<file path="src/rtl/instruction_fetch.sv">
// Fetch stage: owns the PC and the single-outstanding imem read handshake.
// Optional IFETCH_MISALIGN_TRAP_EN: ignore misaligned redirects and flag them.
module instruction_fetch #(
    parameter logic [31:0] RESET_PC = 32'h0000_0000
) (
    input  logic        if_clk,
    input  logic        if_rst_n,
    input  logic        if_stall,
    input  logic        if_redirect,
    input  logic [31:0] if_redirect_pc,
    output logic        if_imem_req,
    output logic [31:0] if_imem_addr,
    input  logic        if_imem_rvalid,
    input  logic [31:0] if_imem_rdata,
    output logic [31:0] if_instr,
    output logic        if_ir_wr_en,
    output logic [31:0] if_instr_pc,
    output logic        if_misalign
);

    typedef enum logic [2:0] {
        S_IDLE,
        S_FETCH,
        S_WAIT,
        S_DELIVER,
        S_DRAIN
    } state_t;

    state_t      r_state;
    logic [31:0] r_pc;
    logic [31:0] r_instr;
    logic [31:0] r_instr_pc;
    logic        w_redir;
    logic [31:0] w_tgt;

`ifdef IFETCH_MISALIGN_TRAP_EN
    logic r_misalign;

    // A misaligned target is dropped entirely; the FSM never sees it.
    assign w_redir = if_redirect & (if_redirect_pc[1:0] == 2'b00);
    assign w_tgt   = if_redirect_pc;

    always_ff @(posedge if_clk or negedge if_rst_n) begin
        if (!if_rst_n) begin
            r_misalign <= 1'b0;
        end else begin
            r_misalign <= if_redirect & (if_redirect_pc[1:0] != 2'b00);
        end
    end

    assign if_misalign = r_misalign;
`else
    assign w_redir     = if_redirect;
    assign w_tgt       = if_redirect_pc & 32'hFFFF_FFFC;
    assign if_misalign = 1'b0;
`endif

    assign if_imem_req  = (r_state == S_FETCH);
    assign if_imem_addr = r_pc;
    assign if_instr     = r_instr;
    assign if_instr_pc  = r_instr_pc;
    assign if_ir_wr_en  = (r_state == S_DELIVER) & ~if_stall & ~w_redir;

    always_ff @(posedge if_clk or negedge if_rst_n) begin
        if (!if_rst_n) begin
            r_state    <= S_IDLE;
            r_pc       <= RESET_PC;
            r_instr    <= 32'h0;
            r_instr_pc <= RESET_PC;
        end else begin
            unique case (r_state)
                S_IDLE: begin
                    if (w_redir) r_pc <= w_tgt;
                    r_state <= S_FETCH;
                end
                S_FETCH: begin
                    if (w_redir) begin
                        r_pc    <= w_tgt;
                        r_state <= S_DRAIN;
                    end else begin
                        r_state <= S_WAIT;
                    end
                end
                S_WAIT: begin
                    if (w_redir) begin
                        r_pc    <= w_tgt;
                        r_state <= if_imem_rvalid ? S_FETCH : S_DRAIN;
                    end else if (if_imem_rvalid) begin
                        r_instr    <= if_imem_rdata;
                        r_instr_pc <= r_pc;
                        r_state    <= S_DELIVER;
                    end
                end
                S_DELIVER: begin
                    if (w_redir) begin
                        r_pc    <= w_tgt;
                        r_state <= S_FETCH;
                    end else if (!if_stall) begin
                        r_pc    <= r_pc + 32'd4;
                        r_state <= S_FETCH;
                    end
                end
                S_DRAIN: begin
                    // Stale response is swallowed; newest redirect wins.
                    if (w_redir) r_pc <= w_tgt;
                    if (if_imem_rvalid) r_state <= S_FETCH;
                end
                default: r_state <= S_IDLE;
            endcase
        end
    end

endmodule

</file>
<file path="config.mk">
export PLATFORM = sky130hd
export DESIGN_NAME = instruction_fetch
export DESIGN_NICKNAME = d
export VERILOG_FILES = /design/src/rtl/instruction_fetch.sv
export SDC_FILE = /design/constraint.sdc
export NUM_CORES = 1
export LEC_CHECK = 0
export BUFFER_PORTS_ARGS = -buffer_cell sky130_fd_sc_hd__buf_2
export CORE_ASPECT_RATIO = 1.5
export CORE_UTILIZATION = 25
export CTS_BUF_LIST = sky130_fd_sc_hd__clkbuf_8
export DETAILED_ROUTE_END_ITERATION = 10
export GPL_ROUTABILITY_DRIVEN = 1
export SLEW_MARGIN = 20
export SYNTH_ARGS = -nofsm -noshare
export SYNTH_HDL_FRONTEND = slang
export SYNTH_SLANG_ARGS = --single-unit
export TNS_END_PERCENT = 10
</file>
<file path="constraint.sdc">
create_clock -name if_clk -period 2.4 [get_ports if_clk]
set_clock_uncertainty 0.05 [all_clocks]
set_input_delay 0 -clock if_clk [delete_from_list [all_inputs] [get_ports if_clk]]
set_output_delay 0 -clock if_clk [all_outputs]
set_load 0.01 [all_outputs]
</file>
==> flow_metrics.py, run 1 <==
metrics = {
    "power_and_ir_drop": {
        "irDropWorstVdd_uv": 388,
        "power_density_nw_per_um2": 1120,
        "leakagePower_nw": 2.93,
    },
    "sta": {
        "rsz0062_at_grt": "false",
        "post-route-period-util_pct": 91.7,
        "min_period_ns": 2.20,
        "slew_headroom_pct": 41.9,
        "worst_pin_slew_ns": 0.862,
        "slew_violations": 0,
        "setup_violations": 0,
        "fmax_mhz": 454,
        "tns_ns": 0,
        "finalHoldViolCount": 0,
    },
    "floorplanning": {
        "std_cell_rows": 59,
        "die_h_um": 165,
        "die_w_um": 110,
        "fp.coreArea_um2": 17300,
        "design.die.area_um2": 18200,
        "start_util_pct": 25.5,
        "ioPinCount": 168,
    },
    "run_status": {
        "outcome": "complete, no violations",
    },
    "clocking": {
        "clk_pin_slew_worst_paths_ns": 0.09,
        "cts.sinks": 95,
        "cts_setup_buffers": 0,
        "tritoncts": "yes",
        "cts.path.max_buffers": 2,
        "cts_root_buf": "clkbuf_8",
        "htree_levels": 3,
        "cts_made_buffers": 9,
        "clk_latency_ns": 0.38,
    },
    "global_routing": {
        "grt_max_degree": 60,
        "grt_pass1_vias": 4094,
        "antenna_found_initial": 0,
        "overflow": 0,
        "grt.total_usage_pct": 14.6,
        "grt_pass1_wl_mm": 19.9,
    },
    "detailed_routing": {
        "vias": 4030,
        "dr.pass1.iters": 4,
        "drt_iter0_markers": 182,
        "drt_wl_total_mm": 13.2,
        "final_antenna_net_count": 0,
        "routedWlPerCell_um": 15.9,
        "viasPerCell": 4.83,
        "drc": 0,
    },
    "run": {
        "cap_viol_max_count": 0,
    },
    "yosys": {
        "syn_area_per_cell_um2": 11.3,
        "synth_cell_types": 47,
        "synth_edf_count": 0,
        "yosysSeqAreaShare_pct": 54.0,
        "ys.flop_type": "dfrtp_1",
        "synthArstFlopShare_pct": 100,
        "synthCells": 390,
        "yosys_warnings": 0,
        "synth.area.top_cells": "dfrtp_1 (54%), mux2_2 (16%), a21oi_1 (3.4%), nand3_1 (2.6%), nand2_1 (2.4%)",
        "syn_area_um2": 4400,
        "ys_ff_latch": 95,
        "synth_largest_area_cell": "dfrtp_1",
        "synth.top_cell.area_share_pct": 54.0,
    },
    "final_layout": {
        "final_nets": 688,
        "layout-drive-gt1-share_pct": 41.4,
        "insertedDiodeCount": 0,
        "final_util_pct": 36.7,
        "area_growth_pct": 44.1,
    },
    "placed_design": {
        "hpwl_mm": 9.37,
        "place.gp.congestion": 0.796,
        "io_buffers": 160,
    },
    "worst_setup_path": {
        "critPathCaptureType": "register",
        "required_ns": 2.62,
        "startpoint_type": "register",
        "cp.arrival_ns": 2.42,
        "r2r_cells": 4,
        "path_class": "reg -> reg",
        "critPathMaxFanout": 13,
    },
    "worst_hold_path": {
        "hold_depth": 4,
        "hp-class": "in -> reg",
    },
}
## cell families after synthesis
| family | synth area share (%) |
|---|---|
| AO/OA/AOI/OAI | 12.4 |
| adder cells (fa/ha/maj) | 0.284 |
| buffers and inverters | 3.21 |
| flip-flops | 54.0 |
| multiplexers | 16.3 |
| other | 0.0852 |
| AND/OR/NAND/NOR | 13.8 |
## worst max-delay path, stage by stage (launching register included)
cell and delay [ns]:
dfrtp_1 0.46, o21ai_0 0.71, and2_1 0.59, a22oi_1 0.17, o311ai_0 0.11
## flip-flops by register name (all words and copies together), names as in the netlist
signal	cells
if_instr	32
if_imem_addr	30
if_instr_pc	30
r_state	3
## cell type report
type | instances | area (um2)
Inverter | 1 | 3.75
Timing Repair Buffer | 241 | 1600
Clock inverter | 3 | 12.5
Tap cell | 213 | 267
Clock buffer | 11 | 151
Sequential cell | 95 | 2380
Fill cell | 1724 | 10900
Multi-Input combinational cell | 270 | 1940
## final timing paths
kind                       slack (ns)                           end                     start
hold reg to reg                  0.46      if_instr[21]$_DFFE_PN0P_  if_instr[21]$_DFFE_PN0P_
hold / removal                   0.07  if_imem_addr[25]$_DFFE_PN0P_               if_redirect
max in group asynchronous        1.46      if_instr[27]$_DFFE_PN0P_                  if_rst_n
setup / recovery                 0.20  if_imem_addr[26]$_DFFE_PN0P_    r_state[1]$_DFFE_PN0P_
min in group asynchronous        0.13   if_instr_pc[21]$_DFFE_PN0P_                  if_rst_n
setup reg to reg                 0.20  if_imem_addr[26]$_DFFE_PN0P_    r_state[1]$_DFFE_PN0P_
## routing by layer
| layer | wire, um | vias to the layer above | track usage [%] |
|---|---|---|---|
| li1 | - | 1900 | - |
| met2 | 7070 | 135 | 26.3 |
| met4 | 394 | 0 | 7.66 |
| met1 | 5150 | 1962 | 15.6 |
| met3 | 610 | 33 | 3.24 |
| met5 | 0 | - | 0 |
## what timing repair did
| item | in CTS | in global routing |
|---|---|---|
| hold buffers | 65 | 0 |
| resized for setup | 0 | 0 |
| hold endpoints to repair | 109 | 0 |
## per-stage QoR
| stage | cell area [um2] | setup slack [ns] | instances | total power [mW] | hold slack [ns] |
|---|---|---|---|---|---|
| 2_1_floorplan | 4420 | 0.239 | 394 | 4.68 | -0.346 |
| 3_3_place_gp | 5530 | 0.299 | 755 | 5.98 | -0.00229 |
| 3_5_place_dp | 5530 | 0.221 | 755 | 6.15 | 0.0156 |
| 4_1_cts | 6350 | 0.167 | 834 | 7.23 | 0.0563 |
| 5_1_grt | 6350 | 0.0739 | 834 | 7.66 | 0.0959 |
| 6_report | 6350 | 0.198 | 834 | 7.14 | 0.0733 |
## power breakdown
group	total, mW	internal, mW	switching [mW]
Combinational	3.09	1.51	1.57
Sequential	3.08	2.37	0.717
Clock	0.965	0.414	0.551
## placed cells by master, fill, tap and decap left out, types with 2 or more instances in the layout
cell / count
buf_12: 2
or4_1: 6
buf_2: 159
dfrtp_1: 95
dlygate4sd3_1: 65
nand3_1: 22
and4_1: 4
nor2_1: 15
nand4_1: 10
o21ai_0: 18
buf_4: 15
and3_1: 4
nand3b_1: 3
and2_1: 3
o31a_1: 2
clkbuf_8: 11
a21oi_1: 29
a22oi_1: 7
o311ai_0: 4
conb_1: 5
or3_1: 3
o211ai_1: 6
nand2b_1: 5
o22ai_1: 6
nor3_1: 3
inv_1: 3
nand2_1: 28
mux2_2: 62
mux2i_1: 2
a221o_1: 2
## cell usage after synthesis, types with 2 or more instances
cell type,instances
a21oi_1,30
a221o_1,2
a22oi_1,7
a2bb2oi_1,2
and2_1,3
and3_1,4
and4_1,4
buf_2,5
buf_4,5
clkbuf_1,17
dfrtp_1,95
mux2_2,62
mux2i_1,2
nand2_1,28
nand2b_1,5
nand3_1,23
nand3b_1,3
nand4_1,10
nor2_1,15
nor3_1,3
o211ai_1,6
o21ai_0,18
o22ai_1,6
o311ai_0,4
o31a_1,2
or3_1,3
or4_1,6
(Power assumes the default switching activity.)
==> inputs of run 2 (changes only) <==
CORE_UTILIZATION = 45   (was 25)
PLACE_DENSITY = 0.74   (was default)
==> flow_metrics.py, run 2 (synthesis results as in run 1) <==
metrics = {
    "final_layout": {
        "most-common-layout-cells": "buf_2 (159), dfrtp_1 (95), dlygate4sd3_1 (65), mux2_2 (62), a21oi_1 (29)",
        "area_growth_pct": 41.1,
        "final_common_cell": "buf_2",
        "layout-drive-gt1-share_pct": 41.8,
        "final_nets": 684,
        "largest_reg_flops": 32,
        "fin_cells": 731,
        "insertedDiodeCount": 0,
    },
    "floorplanning": {
        "start_util_pct": 47.0,
        "fp.coreArea_um2": 9360,
        "die_h_um": 123,
        "ioPinCount": 168,
        "die_w_um": 82.8,
        "std_cell_rows": 43,
        "design.die.area_um2": 10200,
    },
    "sta": {
        "rsz0062_at_grt": "false",
        "finalHoldViolCount": 0,
        "fmax_mhz": 453,
        "slew_violations": 0,
        "tns_ns": 0,
        "min_period_ns": 2.21,
        "post-route-period-util_pct": 91.9,
        "slew_headroom_pct": 47.1,
        "worst_pin_slew_ns": 0.785,
        "setup_violations": 0,
    },
    "worst_setup_path": {
        "critical_path.top_delay_family": "simple AND/OR/NAND/NOR gates",
        "startpoint_type": "register",
        "worstPathCellList": "ha_1 > and4_2 > nand4_1 > or4_1 > o211ai_1 > o311ai_0",
        "path_class": "reg -> reg",
        "rr_startpoint": "if_imem_addr[2]$_DFFE_PN0P_",
        "cp.arrival_ns": 2.40,
        "crit_slowest_cell": "or4_1",
        "r2r_cells": 6,
        "critPathMaxFanout": 7,
        "required_ns": 2.59,
        "reg2reg_to": "if_imem_addr[28]$_DFFE_PN0P_",
        "critPathBufInv": 0,
        "rrSetupSlack_ns": 0.19,
        "critPathCaptureType": "register",
        "max_stage_delay_ns": 0.53,
    },
    "clocking": {
        "clk_latency_ns": 0.38,
        "cts_root_buf": "clkbuf_8",
        "clk_pin_slew_worst_paths_ns": 0.09,
        "tritoncts": "yes",
        "cts.sinks": 95,
        "cts.path.max_buffers": 2,
        "cts_made_buffers": 9,
        "htree_levels": 3,
    },
    "power_and_ir_drop": {
        "power_density_nw_per_um2": 1140,
        "irDropWorstVdd_uv": 641,
        "leakagePower_nw": 2.90,
    },
    "detailed_routing": {
        "drt_iter0_markers": 182,
        "drc": 0,
        "routedWlPerCell_um": 16.4,
        "drt_wl_total_mm": 12.0,
        "dr.pass1.iters": 4,
        "viasPerCell": 5.47,
        "vias": 3995,
        "final_antenna_net_count": 0,
    },
    "placed_design": {
        "hpwl_mm": 7.89,
        "dp.cells": 650,
        "place.gp.congestion": 0.803,
        "io_buffers": 160,
    },
    "worst_hold_path": {
        "hp-start": "if_stall",
        "min_to": "r_state[1]$_DFFE_PN0P_",
        "hp-class": "in -> reg",
        "hold_depth": 3,
    },
    "global_routing": {
        "overflow": 0,
        "grt_max_degree": 60,
        "grt_pass1_wl_mm": 18.7,
        "antenna_found_initial": 0,
        "grt.total_usage_pct": 24.8,
        "grt_pass1_vias": 3868,
    },
    "run_status": {
        "outcome": "complete, no violations",
    },
    "run": {
        "cap_viol_max_count": 0,
    },
}
==> run 2: power by group <==
group | total (mW) | internal, mW | switching (mW)
registers | 3.09 | 2.37 | 0.726
logic | 2.99 | 1.47 | 1.51
clock network | 0.983 | 0.386 | 0.597
==> run 2: timing repair <==
item | in CTS | in global routing
endpoints found under the hold margin | 159 | 0
setup buffers | 0 | 0
endpoints found under the setup margin | 0 | 3
hold buffers | 65 | 0
resized for setup | 0 | 2
==> run 2: through the flow <==
| stage | area, um2 | hold WS, ns | setup WS, ns | util (%) | power, mW |
|---|---|---|---|---|---|
| global route | 6210 | 0.0808 | 0.0115 | 66.4 | 7.59 |
| finish | 6210 | 0.0560 | 0.194 | 66.4 | 7.06 |
| CTS | 6210 | 0.0460 | 0.179 | 66.3 | 7.08 |
| detailed placement | 5380 | -0.0510 | 0.204 | 57.4 | 6.01 |
| global placement | 5380 | -0.0596 | 0.241 | 57.4 | 5.87 |
| floorplan | 4420 | -0.346 | 0.239 | - | 4.68 |
==> run 2: worst max path at each step <==
| stage | to | depth (start not counted) | startpoint | slack (ns) |
|---|---|---|---|---|
| final | if_imem_addr[28]$_DFFE_PN0P_ | 6 | if_imem_addr[2]$_DFFE_PN0P_ | 0.19 |
| after floorplan | if_imem_addr[28]$_DFFE_PN0P_ | 7 | if_imem_addr[2]$_DFFE_PN0P_ | 0.24 |
| after detailed placement | if_imem_addr[28]$_DFFE_PN0P_ | 6 | if_imem_addr[2]$_DFFE_PN0P_ | 0.20 |
| after CTS | if_imem_addr[28]$_DFFE_PN0P_ | 6 | if_imem_addr[2]$_DFFE_PN0P_ | 0.18 |
| after global routing | if_imem_addr[26]$_DFFE_PN0P_ | 6 | if_imem_addr[2]$_DFFE_PN0P_ | 0.01 |
| after global placement | if_imem_addr[28]$_DFFE_PN0P_ | 6 | if_imem_addr[2]$_DFFE_PN0P_ | 0.24 |
==> run 2: area by class of cell <==
cell class / instances / area [um2]
Fill cell: 744 / 3150
Sequential cell: 95 / 2380
Tap cell: 112 / 140
Timing Repair Buffer: 237 / 1570
Clock inverter: 7 / 57.6
Inverter: 1 / 3.75
Multi-Input combinational cell: 270 / 1940
Clock buffer: 9 / 124
==> run 2: worst min-delay path: cells and delay by family <==
kind          cells  cell delay (ns)
buf+inv           1             0.08
simple gates      2             0.37
==> run 2: layer usage <==
metal,GRT usage [%],vias up,wire length (um)
li1,-,1890,-
met1,29.1,1947,4510
met2,43.4,134,6600
met3,4.58,24,595
met4,10.5,0,289
met5,0,-,0
==> inputs of run 3 (changes only) <==
CORE_UTILIZATION = 55   (was 45)
PLACE_DENSITY = 0.88   (was 0.74)
clock period = 2.83 ns   (was 2.4 ns; I/O delays follow)
==> flow_metrics.py, run 3 (synthesis results as in run 1) <==
metrics = {
    "floorplanning": {
        "ioPinCount": 168,
        "die_w_um": 75.1,
        "start_util_pct": 57.5,
        "die_h_um": 112,
        "std_cell_rows": 39,
        "design.die.area_um2": 8370,
        "fp.coreArea_um2": 7660,
    },
    "final_layout": {
        "area_growth_pct": 40.2,
        "layout-drive-gt1-share_pct": 40.6,
        "final_util_pct": 80.6,
        "largest_reg_flops": 32,
        "most-common-layout-cells": "buf_2 (159), dfrtp_1 (95), dlygate4sd3_1 (65), mux2_2 (62), a21oi_1 (29)",
        "insertedDiodeCount": 0,
        "final_nets": 679,
        "final_common_cell": "buf_2",
        "fillerInstances": 488,
    },
    "sta": {
        "worst_pin_slew_ns": 0.878,
        "tns_ns": 0,
        "finalHoldViolCount": 0,
        "fin_ws_ns": 0.424,
        "slew_headroom_pct": 40.8,
        "post-route-period-util_pct": 85.0,
        "fmax_mhz": 416,
        "setup_violations": 0,
        "min_period_ns": 2.41,
        "slew_violations": 0,
        "rsz0062_at_grt": "false",
    },
    "placed_design": {
        "io_buffers": 160,
        "place.gp.congestion": 0.800,
        "preCtsSetupSlack_ns": 0.488,
        "hpwl_mm": 7.80,
    },
    "global_routing": {
        "antenna_found_initial": 0,
        "grt_pass1_vias": 4008,
        "overflow": 0,
        "grt.total_usage_pct": 30.3,
        "grt_max_degree": 36,
        "grt_pass1_wl_mm": 19.2,
    },
    "clocking": {
        "clk_latency_ns": 0.36,
        "clk_pin_slew_worst_paths_ns": 0.09,
        "cts_resized": 0,
        "cts.path.max_buffers": 2,
        "cts.sinks": 95,
        "cts_setup_buffers": 0,
        "cts_root_buf": "clkbuf_8",
        "htree_levels": 3,
        "tritoncts": "yes",
        "cts_made_buffers": 9,
    },
    "run_status": {
        "outcome": "complete, no violations",
    },
    "worst_setup_path": {
        "required_ns": 3.01,
        "cp-startpoint": "r_state[2]$_DFFE_PN0P_",
        "critPathCaptureType": "register",
        "startpoint_type": "register",
        "rr_startpoint": "r_state[2]$_DFFE_PN0P_",
        "critPathMaxFanout": 21,
        "cp.arrival_ns": 2.59,
        "path_class": "reg -> reg",
    },
    "power_and_ir_drop": {
        "pwr-share-seq_pct": 43.6,
        "irDropWorstVdd_uv": 640,
        "power.switching_mw": 2.38,
        "power_density_nw_per_um2": 990,
        "p_comb_share_pct": 40.8,
        "netSwitchingFraction_pct": 38.9,
        "p_int_mw": 3.74,
        "clkPwrFrac_pct": 15.6,
        "leakagePower_nw": 2.91,
    },
    "detailed_routing": {
        "drt_iter0_markers": 295,
        "routedWlPerCell_um": 16.9,
        "vias": 4034,
        "drt_wl_total_mm": 12.1,
        "viasPerCell": 5.64,
        "drc": 0,
        "final_antenna_net_count": 0,
        "dr.pass1.iters": 5,
    },
    "worst_hold_path": {
        "hp-class": "in -> async",
    },
    "run": {
        "cap_viol_max_count": 0,
    },
}
-- run 3: cell count changes in the layout (fill, tap and decap cells not counted), moves of 2 or more --
cell        change
bufinv_16       +2
buf_4           -4
clkinvlp_4      -3
inv_6           -2
clkinv_2        +2
clkinv_4        -2
-- run 3: repair_timing --
action                                 4_1_cts  5_1_grt
endpoints found under the hold margin       97        0
hold buffers                                65        0
setup endpoints to repair                    0        0
-- run 3: worst max-delay path, cell delays in order (launching register included) --
cell     delay [ns]
dfrtp_1        0.56
o21ai_0        0.41
a21oi_4        0.55
buf_4          0.31
nand2_1        0.07
o32ai_1        0.21
a21oi_1        0.10
-- run 3: area by class of cell --
class	instances	area [um2]	share of cell area, %
inverters	1	3.75	0.0608
clock inverters	5	73.8	1.20
clock buffers	10	138	2.23
flip-flops and latches	95	2380	38.5
repair buffers	232	1520	24.6
well taps	102	128	2.07
multi-input cells	270	1930	31.3
-- run 3: layer usage --
metal	routed length, um	GRT usage (%)
met3	584	3.98
met1	4380	34.7
met4	520	16.5
met5	0	0
met2	6570	52.9
-- run 3: final timing paths --
path / to / slack, ns / cells after the start
max: if_imem_addr[16]$_DFFE_PN0P_ / 0.42 / 6
min: if_instr_pc[29]$_DFFE_PN0P_ / 0.06 / 2
max reg2reg: if_imem_addr[16]$_DFFE_PN0P_ / 0.42 / 6
min reg2reg: if_instr[14]$_DFFE_PN0P_ / 0.46 / 1
max in group asynchronous: if_instr[10]$_DFFE_PN0P_ / 1.89 / 3
min in group if_clk: r_state[1]$_DFFE_PN0P_ / 0.11 / 3
-- run 3: stage by stage --
| step | total power [mW] | cell area, um2 | hold slack [ns] | std cells |
|---|---|---|---|---|
| after floorplan | 3.97 | 4420 | -0.346 | 394 |
| after global placement | 4.89 | 5300 | -0.0896 | 635 |
| after detailed placement | 5.05 | 5300 | -0.0840 | 635 |
| after CTS | 6.06 | 6160 | 0.0530 | 715 |
| after global routing | 6.50 | 6170 | 0.0945 | 715 |
| final | 6.11 | 6170 | 0.0601 | 715 |
-- run 3: power groups by stage --
stage / logic, mW / clock network (mW) / registers [mW]
after floorplan: 1.15 / 0 / 2.82
after global placement: 2.30 / 0 / 2.58
after detailed placement: 2.39 / 0 / 2.66
after CTS: 2.47 / 0.966 / 2.63
after global routing: 2.72 / 1.02 / 2.76
final: 2.49 / 0.955 / 2.66
